<file path="config.mk">
export PLATFORM = sky130hd
export DESIGN_NAME = coin_event_scheduler
export DESIGN_NICKNAME = d
export VERILOG_FILES = /design/src/rtl/coin_event_scheduler.sv
export SDC_FILE = /design/constraint.sdc
export NUM_CORES = 1
export LEC_CHECK = 0
export ABC_AREA = 1
export CELL_PAD_IN_SITES_DETAIL_PLACEMENT = 0
export CELL_PAD_IN_SITES_GLOBAL_PLACEMENT = 1
export CORE_MARGIN = 4
export CORE_UTILIZATION = 47
export CTS_BUF_LIST = sky130_fd_sc_hd__clkbuf_8
export DETAILED_ROUTE_END_ITERATION = 16
export PLACE_DENSITY_LB_ADDON = 0.1
export SLEW_MARGIN = 10
export SYNTH_ARGS = -nofsm -noshare
export SYNTH_HDL_FRONTEND = slang
export SYNTH_SLANG_ARGS = --single-unit
</file>
<file path="constraint.sdc">
create_clock -name clk100 -period 4.9 [get_ports clk100]
set_input_delay 0.49 -clock clk100 [delete_from_list [all_inputs] [get_ports clk100]]
set_output_delay 0.49 -clock clk100 [all_outputs]
set_load 0.005 [all_outputs]
</file>
<file path="src/rtl/coin_event_scheduler.sv">
// Captures drift-tube hit patterns over a fixed window after each scintillator
// coincidence and writes one header word plus four group words to the event FIFO.
module coin_event_scheduler #(
  parameter int WINDOW = 32,
  parameter int EVT_W  = 12
) (
  input  logic             clk100,
  input  logic             rst_n,
  input  logic             SCIN_COIN,
  input  logic [7:0]       TUBE3A,
  input  logic [7:0]       TUBE3B,
  input  logic [7:0]       TUBE4A,
  input  logic [7:0]       TUBE4B,
  input  logic             WR_FULL,
  input  logic             CLR_OVERFLOW,
  output logic             WR_EN,
  output logic [15:0]      WR_DATA,
  output logic             BUSY,
  output logic             OVERFLOW,
  output logic [EVT_W-1:0] EVENT_COUNT,
  output logic [7:0]       DROP_COUNT
);

  typedef enum logic [1:0] {
    S_IDLE    = 2'd0,
    S_COLLECT = 2'd1,
    S_WRITE   = 2'd2
  } state_t;

  state_t            state_q, state_d;
  logic              coin_meta_q, coin_meta_d;
  logic              coin_sync_q, coin_sync_d;
  logic              coin_prev_q, coin_prev_d;
  logic [3:0][7:0]   tube_meta_q, tube_meta_d;
  logic [3:0][7:0]   tube_sync_q, tube_sync_d;
  logic [3:0][7:0]   acc_q, acc_d;
  logic [7:0]        win_cnt_q, win_cnt_d;
  logic [EVT_W-1:0]  ev_num_q, ev_num_d;
  logic [EVT_W-1:0]  evt_cnt_q, evt_cnt_d;
  logic [2:0]        w_q, w_d;
  logic              ovf_q, ovf_d;
  logic [7:0]        drop_q, drop_d;

  logic              trig;
  logic              ovf_set;
  logic [1:0]        drop_inc;
  logic [8:0]        drop_sum;
  logic [1:0]        w_idx;
  logic [11:0]       ev12;

  // FIFO write side: a word is transferred on every clock where WR_EN is high;
  // WR_EN is only raised while WR_FULL is low, so WR_FULL acts as the ready.
  always_comb begin
    coin_meta_d = SCIN_COIN;
    coin_sync_d = coin_meta_q;
    coin_prev_d = coin_sync_q;
    tube_meta_d = {TUBE4B, TUBE4A, TUBE3B, TUBE3A};
    tube_sync_d = tube_meta_q;
    state_d     = state_q;
    acc_d       = acc_q;
    win_cnt_d   = win_cnt_q;
    ev_num_d    = ev_num_q;
    evt_cnt_d   = evt_cnt_q;
    w_d         = w_q;
    ovf_set     = 1'b0;
    drop_inc    = 2'd0;
    trig        = coin_sync_q & ~coin_prev_q;
    WR_EN       = (state_q == S_WRITE) && !WR_FULL;

    case (state_q)
      S_IDLE: begin
        if (trig) begin
          state_d   = S_COLLECT;
          acc_d     = tube_sync_q;
          win_cnt_d = 8'(WINDOW - 1);
          ev_num_d  = evt_cnt_q;
          evt_cnt_d = evt_cnt_q + 1'b1;
        end
      end
      S_COLLECT: begin
        acc_d = acc_q | tube_sync_q;
        if (trig) drop_inc = drop_inc + 2'd1;
        if (win_cnt_q == 8'd0) begin
          if (WR_FULL) begin
            drop_inc = drop_inc + 2'd1;
            ovf_set  = 1'b1;
            state_d  = S_IDLE;
          end else begin
            state_d = S_WRITE;
            w_d     = 3'd0;
          end
        end else begin
          win_cnt_d = win_cnt_q - 8'd1;
        end
      end
      S_WRITE: begin
        if (trig) drop_inc = drop_inc + 2'd1;
        if (WR_EN) begin
          if (w_q == 3'd4) begin
            state_d = S_IDLE;
            w_d     = 3'd0;
          end else begin
            w_d = w_q + 3'd1;
          end
        end
      end
      default: state_d = S_IDLE;
    endcase

    drop_sum = {1'b0, drop_q} + {7'd0, drop_inc};
    drop_d   = drop_sum[8] ? 8'hFF : drop_sum[7:0];
    ovf_d    = ovf_set | (ovf_q & ~CLR_OVERFLOW);

    // Word index 1..4 selects groups 3A, 3B, 4A, 4B.
    w_idx   = 2'(w_q - 3'd1);
    ev12    = 12'(ev_num_q);
    WR_DATA = 16'h0000;
    if (WR_EN) begin
      if (w_q == 3'd0) WR_DATA = {2'b10, 2'b00, ev12};
      else             WR_DATA = {2'b01, w_idx, ev12[3:0], acc_q[w_idx]};
    end
  end

  always_ff @(posedge clk100 or negedge rst_n) begin
    if (!rst_n) begin
      state_q     <= S_IDLE;
      coin_meta_q <= 1'b0;
      coin_sync_q <= 1'b0;
      coin_prev_q <= 1'b0;
      tube_meta_q <= '0;
      tube_sync_q <= '0;
      acc_q       <= '0;
      win_cnt_q   <= 8'd0;
      ev_num_q    <= '0;
      evt_cnt_q   <= '0;
      w_q         <= 3'd0;
      ovf_q       <= 1'b0;
      drop_q      <= 8'd0;
    end else begin
      state_q     <= state_d;
      coin_meta_q <= coin_meta_d;
      coin_sync_q <= coin_sync_d;
      coin_prev_q <= coin_prev_d;
      tube_meta_q <= tube_meta_d;
      tube_sync_q <= tube_sync_d;
      acc_q       <= acc_d;
      win_cnt_q   <= win_cnt_d;
      ev_num_q    <= ev_num_d;
      evt_cnt_q   <= evt_cnt_d;
      w_q         <= w_d;
      ovf_q       <= ovf_d;
      drop_q      <= drop_d;
    end
  end

  assign BUSY        = (state_q != S_IDLE);
  assign OVERFLOW    = ovf_q;
  assign EVENT_COUNT = evt_cnt_q;
  assign DROP_COUNT  = drop_q;

endmodule

</file>
==> results of run 1 <==
-- cells in the final DEF (no fill, tap or decap), types with 2 or more instances in the layout --
cell,instances
nand2_1,162
dfrtp_1,145
o21ai_0,85
clkdlybuf4s50_1,74
inv_1,58
nor2_1,41
clkbuf_8,20
nand3_1,18
xor2_1,11
a21oi_1,10
ha_1,10
o21ai_1,7
inv_6,7
nand4_1,4
buf_4,3
nor2_2,2
inv_2,2
nor3_1,2
or2_2,2
clkinvlp_4,2
-- per-stage QoR --
stage          hold WS (ns)  util [%]  worst slack (ns)
2_1_floorplan         0.194         -              2.40
5_1_grt               0.142      59.8             0.844
3_3_place_gp          0.332      56.4              1.86
6_report              0.102      59.8              1.21
3_5_place_dp          0.335      56.4              1.69
4_1_cts               0.109      59.8              1.18
-- layer usage --
metal	track usage (%)	part of all wire [%]	vias up
li1	-	-	2012
met1	23.4	46	1895
met2	26.9	46	88
met3	6.25	5.7	25
met4	7.40	2.3	0
met5	0	0	-
-- logic make-up after synthesis --
logic type                 after synthesis  synth area share, %
and+or+nand+nor                        235                 16.6
DFF                                    145                 63.9
AOI/OAI and AO/OA                      106                 9.70
buffers and inverters                   79                 5.53
xor gates and xnor gates                11                 1.70
adders and majority gates               11                 2.56
-- registers in the layout, indices dropped and copies added (netlist names) --
name	count
DROP_COUNT	8
EVENT_COUNT	12
OVERFLOW	1
acc_q	32
coin_meta_q	1
coin_prev_d	1
coin_prev_q	1
ev12	12
state_q	2
tube_meta_q	32
tube_sync_q	32
w_q	3
win_cnt_q	8
-- power breakdown --
group / internal [mW] / switching (mW) / leakage [nW]
logic: 0.376 / 0.600 / 1.29
clock network: 0.453 / 0.463 / 0.198
registers: 1.44 / 0.165 / 1.74
total: 2.27 / 1.23 / 3.23
-- final timing paths --
kind,endpoint,depth (start not counted),startpoint
setup / recovery,WR_DATA[1],7,w_q[0]
hold / removal,win_cnt_q[5],1,rst_n
setup reg to reg,DROP_COUNT[5],16,win_cnt_q[0]
hold reg to reg,tube_sync_q[23],0,tube_meta_q[23]
max in group asynchronous,DROP_COUNT[3],2,rst_n
min in group clk100,tube_sync_q[23],0,tube_meta_q[23]
-- worst reg2reg max path, stage by stage (launching register included) --
cell,delay (ns)
dfrtp_1,0.40
inv_1,0.12
ha_1,0.16
nand3_1,0.11
nor2_1,0.17
nand3_1,0.15
o21ai_0,0.34
ha_1,0.24
inv_1,0.06
fa_1,0.39
nor2_1,0.14
nand2_1,0.06
inv_1,0.06
nand2_1,0.06
inv_1,0.09
nand2_1,0.16
nand3_1,0.14
-- cell type report --
type / instances / area (sq um)
inverter: 61 / 229
multi-input combinational: 363 / 1740
tap: 143 / 179
fill: 1041 / 4670
timing repair buffer: 78 / 774
clock buffer: 20 / 275
clock inverter: 12 / 120
sequential: 145 / 3630
==> flow_summary.json, run 1 <==
{
  "power_leakage_nw": 3.23,
  "post-synth-top-count-cell": "nand2_1",
  "cts_buffers": 17,
  "clk_latency_ns": 0.45,
  "cts_root_buffer": "clkbuf_8",
  "vias_per_cell": 4.89,
  "criticalPathCategory": "reg2out",
  "rows": 39,
  "worstPathCellList": "inv_2, ha_1, o21ai_0, o21ai_0, nand2_1, o21ai_0, clkdlybuf4s50_1",
  "power_per_cell_area_nw_per_um2": 504,
  "post-route-min-period_ns": 3.69,
  "asyncSetResetFlopFracSynth_pct": 100,
  "finalNetCount": 714,
  "yosys.area.top_type": "dfrtp_1",
  "timing.critical_path.max_delay_family": "flip-flops",
  "endpoint_kind": "output pin",
  "number_of_global_route_vias_before_repair": 4051,
  "synth_enable_flop_cells": 0,
  "seq_area_frac_synth_pct": 63.9,
  "remaining_drc_errors": 0,
  "antenna_found_initial": 0,
  "hold_path_class": "in2async",
  "wire_per_inst_um": 13.7,
  "synthCells": 587,
  "global_route_wire_length_before_repair_um": 19600,
  "start_kind": "register",
  "placed_cell_area_sq_um": 6550,
  "cts.repair_timing.setup_buffer_count": 0,
  "hpwl_after_detailed_placement_um": 8000,
  "fin_crit_sh_pct": 75.2,
  "globalRoute.totalOverflow": 0,
  "maxCapViolCount": 0,
  "design.portCount": 76,
  "flow.area_growth_from_synthesis_pct": 22.3,
  "timing.final.max_slew_violations": 0,
  "ctsResizeCount": 0,
  "crit_slowest_cell": "dfrtp_1",
  "post-place-cells": 790,
  "post-synth-top-area-fraction_pct": 63.9,
  "num_vias": 4020,
  "die-width_um": 118,
  "gp_congestion": 0.897,
  "antenna_cells": 0,
  "drt_pass1_iterations": 4,
  "total_power_mw": 3.50,
  "synth_top_cells_by_area": "dfrtp_1 (64%), nand2_1 (11%), o21ai_0 (7.5%)",
  "design.core.area_sq_um": 11600,
  "detail_route.iter0.violations": 350,
  "initial_core_utilization_pct": 48.9,
  "synth.distinct_cells": 28,
  "vdd.ir_drop.worst_mv": 0.326,
  "rsz0062_at_grt": "false",
  "final_skew_ns": 0.00879,
  "synth-main-ff-cell": "dfrtp_1",
  "synthTopCellsByCount": "nand2_1 (162), dfrtp_1 (145), o21ai_0 (85)",
  "hold_buffers_post_cts": 0,
  "critPathMaxFanout": 28,
  "cpMostUsedCell": "o21ai_0",
  "number_of_buffers_and_inverters_on_the_critical_path": 2,
  "final_antenna_net_count": 0,
  "tritoncts_clock_tree": "built",
  "totalWireLength_um": 11300,
  "netlist_area_sq_um": 5680,
  "synth.yosys.warnings": 0,
  "clockBufferDepth": 2,
  "die_height_um": 118,
  "grt_max_degree": 99,
  "portBuffers": 75,
  "slew-limit-headroom_pct": 43.8,
  "final_cell_area_sq_um": 6940,
  "max_stage_delay_ns": 0.81,
  "outcome": "complete, no violations",
  "total_global_route_track_usage_pct": 17.8,
  "finalHoldViolations": 0,
  "floorplan.die_area_sq_um": 13900,
  "path_clk_slew_ns": 0.08,
  "layout-drive-gt1-share_pct": 6.77,
  "timing.setup.tns_ns": 0,
  "finalNonFillerCells": 822,
  "worstMarginPinSlew_ns": 0.843,
  "clock_sink_count": 145,
  "finalSetupViolCount": 0,
  "timing.critical_path.required_ns": 4.41,
  "yosys_register_bits": 145,
  "fmax_ghz": 0.271,
  "syn_area_per_cell_sq_um": 9.67,
  "cts_htree_levels": 4,
  "reg2reg_slack_ns": 2.00,
  "arr_time_crit_path_ns": 3.20,
  "synth_fp_nets": 635
}
Note: power is estimated with default switching activity, not from simulation.
==> run 2: changes to the inputs <==
--- a/config.mk
+++ b/config.mk
@@ -9,7 +9,7 @@
 export CELL_PAD_IN_SITES_DETAIL_PLACEMENT = 0
 export CELL_PAD_IN_SITES_GLOBAL_PLACEMENT = 1
 export CORE_MARGIN = 4
-export CORE_UTILIZATION = 47
+export CORE_UTILIZATION = 44
 export CTS_BUF_LIST = sky130_fd_sc_hd__clkbuf_8
 export DETAILED_ROUTE_END_ITERATION = 16
 export PLACE_DENSITY_LB_ADDON = 0.1
==> constraint.sdc (replaced) <==
create_clock -name clk100 -period 3.4 [get_ports clk100]
set_input_delay 0.34 -clock clk100 [delete_from_list [all_inputs] [get_ports clk100]]
set_output_delay 0.34 -clock clk100 [all_outputs]
set_load 0.005 [all_outputs]
==> flow_summary.json, run 2 (synthesis gave the netlist of run 1 again) <==
{
  "timing.final.max_slew_violations": 0,
  "design.portCount": 76,
  "path_clk_slew_ns": 0.08,
  "finalNetCount": 719,
  "outcome": "complete, no violations",
  "switching_share_pct": 35.6,
  "arr_time_crit_path_ns": 2.78,
  "clock_sink_count": 145,
  "crit_slowest_cell": "clkdlybuf4s50_1",
  "totalWireLength_um": 11300,
  "fmax_ghz": 0.320,
  "endpoint_kind": "output pin",
  "final_skew_ns": 0.0109,
  "drt_pass1_iterations": 4,
  "globalRoute.totalOverflow": 0,
  "netsw_mw": 1.74,
  "cts_htree_levels": 4,
  "hpwl_after_detailed_placement_um": 7750,
  "wire_per_inst_um": 13.2,
  "critPathMaxFanout": 10,
  "n_fill_cell": 1176,
  "reg2reg_slack_ns": 0.47,
  "clkPwrFrac_pct": 23.8,
  "final_antenna_net_count": 0,
  "maxCapViolCount": 0,
  "portBuffers": 75,
  "grt_max_degree": 79,
  "slew-limit-headroom_pct": 53.6,
  "finalHoldViolations": 0,
  "clk_latency_ns": 0.45,
  "finalSetupViolCount": 0,
  "max_stage_delay_ns": 0.55,
  "start_kind": "register",
  "hold_path_class": "in2reg",
  "gp_congestion": 0.815,
  "post-route-min-period_ns": 3.12,
  "cts_root_buffer": "clkbuf_8",
  "flow.area_growth_from_synthesis_pct": 22.6,
  "antenna_found_initial": 0,
  "largest_registers": "acc_q: 32 flops, tube_meta_q: 32 flops, tube_sync_q: 32 flops",
  "regArea_sq_um": 3630,
  "power_leakage_nw": 3.22,
  "worstMarginPinSlew_ns": 0.696,
  "timing.critical_path.required_ns": 3.06,
  "final_common_cell": "nand2_1",
  "layout-drive-gt1-share_pct": 6.73,
  "seq_power_share_pct": 46.6,
  "vdd.ir_drop.worst_mv": 0.316,
  "die-width_um": 122,
  "total_global_route_track_usage_pct": 17.0,
  "remaining_drc_errors": 0,
  "design.core.area_sq_um": 12600,
  "antenna_cells": 0,
  "finalNonFillerCells": 856,
  "cts_buffers": 17,
  "post-route-util_pct": 55.2,
  "timing.setup.tns_ns": 0,
  "num_vias": 4039,
  "worstPathCellList": "inv_1, ha_1, nand2_1, nor2_2, inv_1, o21ai_0, clkdlybuf4s50_1",
  "ctsResizeCount": 0,
  "highest_count_cells_in_the_layout_ignoring_fill_and_taps": "nand2_1 (162), dfrtp_1 (145), o21ai_0 (85)",
  "p_int_mw": 3.15,
  "die_height_um": 122,
  "clockBufferDepth": 2,
  "fin_crit_sh_pct": 91.8,
  "tritoncts_clock_tree": "built",
  "rsz0062_at_grt": "false",
  "post-place-cells": 823,
  "floorplan.die_area_sq_um": 14800,
  "detail_route.iter0.violations": 319,
  "initial_core_utilization_pct": 45.0,
  "power_per_cell_area_nw_per_um2": 703,
  "share_comb_of_total_power_pct": 29.6,
  "multi_input_comb_area_sq_um": 1740,
  "criticalPathCategory": "reg2out",
  "vias_per_cell": 4.72,
  "global_route_wire_length_before_repair_um": 19500,
  "number_of_global_route_vias_before_repair": 4017,
  "rows": 41,
  "cpMostUsedCell": "inv_1"
}
run 2: cell types whose count changed in the layout (fill, tap and decap cells not counted):
cell / previous run / this run
clkinvlp_4: 2 / 5
inv_6: 7 / 3
bufinv_16: 1 / 0
clkbuf_8: 20 / 18
dlygate4sd3_1: 0 / 1
inv_1: 58 / 62
buf_4: 3 / 7
run 2: routing by layer:
metal  up-vias  global-route usage [%]  wire, um
li1       2024                       -         -
met1      1895                    23.2      5250
met2       103                    25.5      5080
met3        17                    5.39       765
met4         0                    6.58       167
met5         -                       0         0
run 2: path summary, 6_finish.rpt:
kind                                 startpoint              end  depth (start not counted)
worst max-delay path                 state_q[0]       WR_DATA[3]                          7
worst min-delay path                  TUBE4B[0]  tube_meta_q[24]                          1
worst max register to register     win_cnt_q[0]    DROP_COUNT[7]                         16
worst min register to register  tube_meta_q[20]  tube_sync_q[20]                          0
max in group asynchronous                 rst_n  tube_sync_q[23]                          3
min in group asynchronous                 rst_n     win_cnt_q[7]                          2
run 2: worst max-delay path, delay by kind of cell (launching register included):
family                     cells  cell delay, ns
DFF                            1            0.40
buffers and inverters          3            0.77
adders and majority gates      1            0.31
and+or+nand+nor                2            0.59
AOI/OAI and AO/OA              1            0.26
run 2: power by group through the flow:
stage          logic, mW  registers (mW)  clock network (mW)
2_1_floorplan      0.995            2.27                   0
3_3_place_gp        1.45            2.31                   0
3_5_place_dp        1.47            2.32                   0
4_1_cts             1.48            2.28                1.20
5_1_grt             1.71            2.33                1.29
6_report            1.45            2.28                1.16
run 2: through the flow:
stage	cell area [sq um]	power [mW]	worst slack [ns]	hold slack [ns]
after CTS	6960	4.96	0.237	0.287
final	6960	4.89	0.278	0.321
after floorplan	5680	3.26	0.898	0.0444
after detailed placement	6610	3.79	0.486	0.335
after global routing	6960	5.32	0.0476	0.278
after global placement	6610	3.75	0.621	0.332
run 2: repair_timing:
action	4_1_cts	5_1_grt
buffers inserted	0	0
hold buffers	1	0
endpoints found under the hold margin	75	0
run 2: final cells by class:
cell class,count,share of cell area (%)
Clock buffer,18,3.56
Clock inverter,14,1.33
Inverter,61,3.29
Multi-Input combinational cell,363,24.9
Sequential cell,145,52.1
Tap cell,172,3.09
Timing Repair Buffer,83,11.7
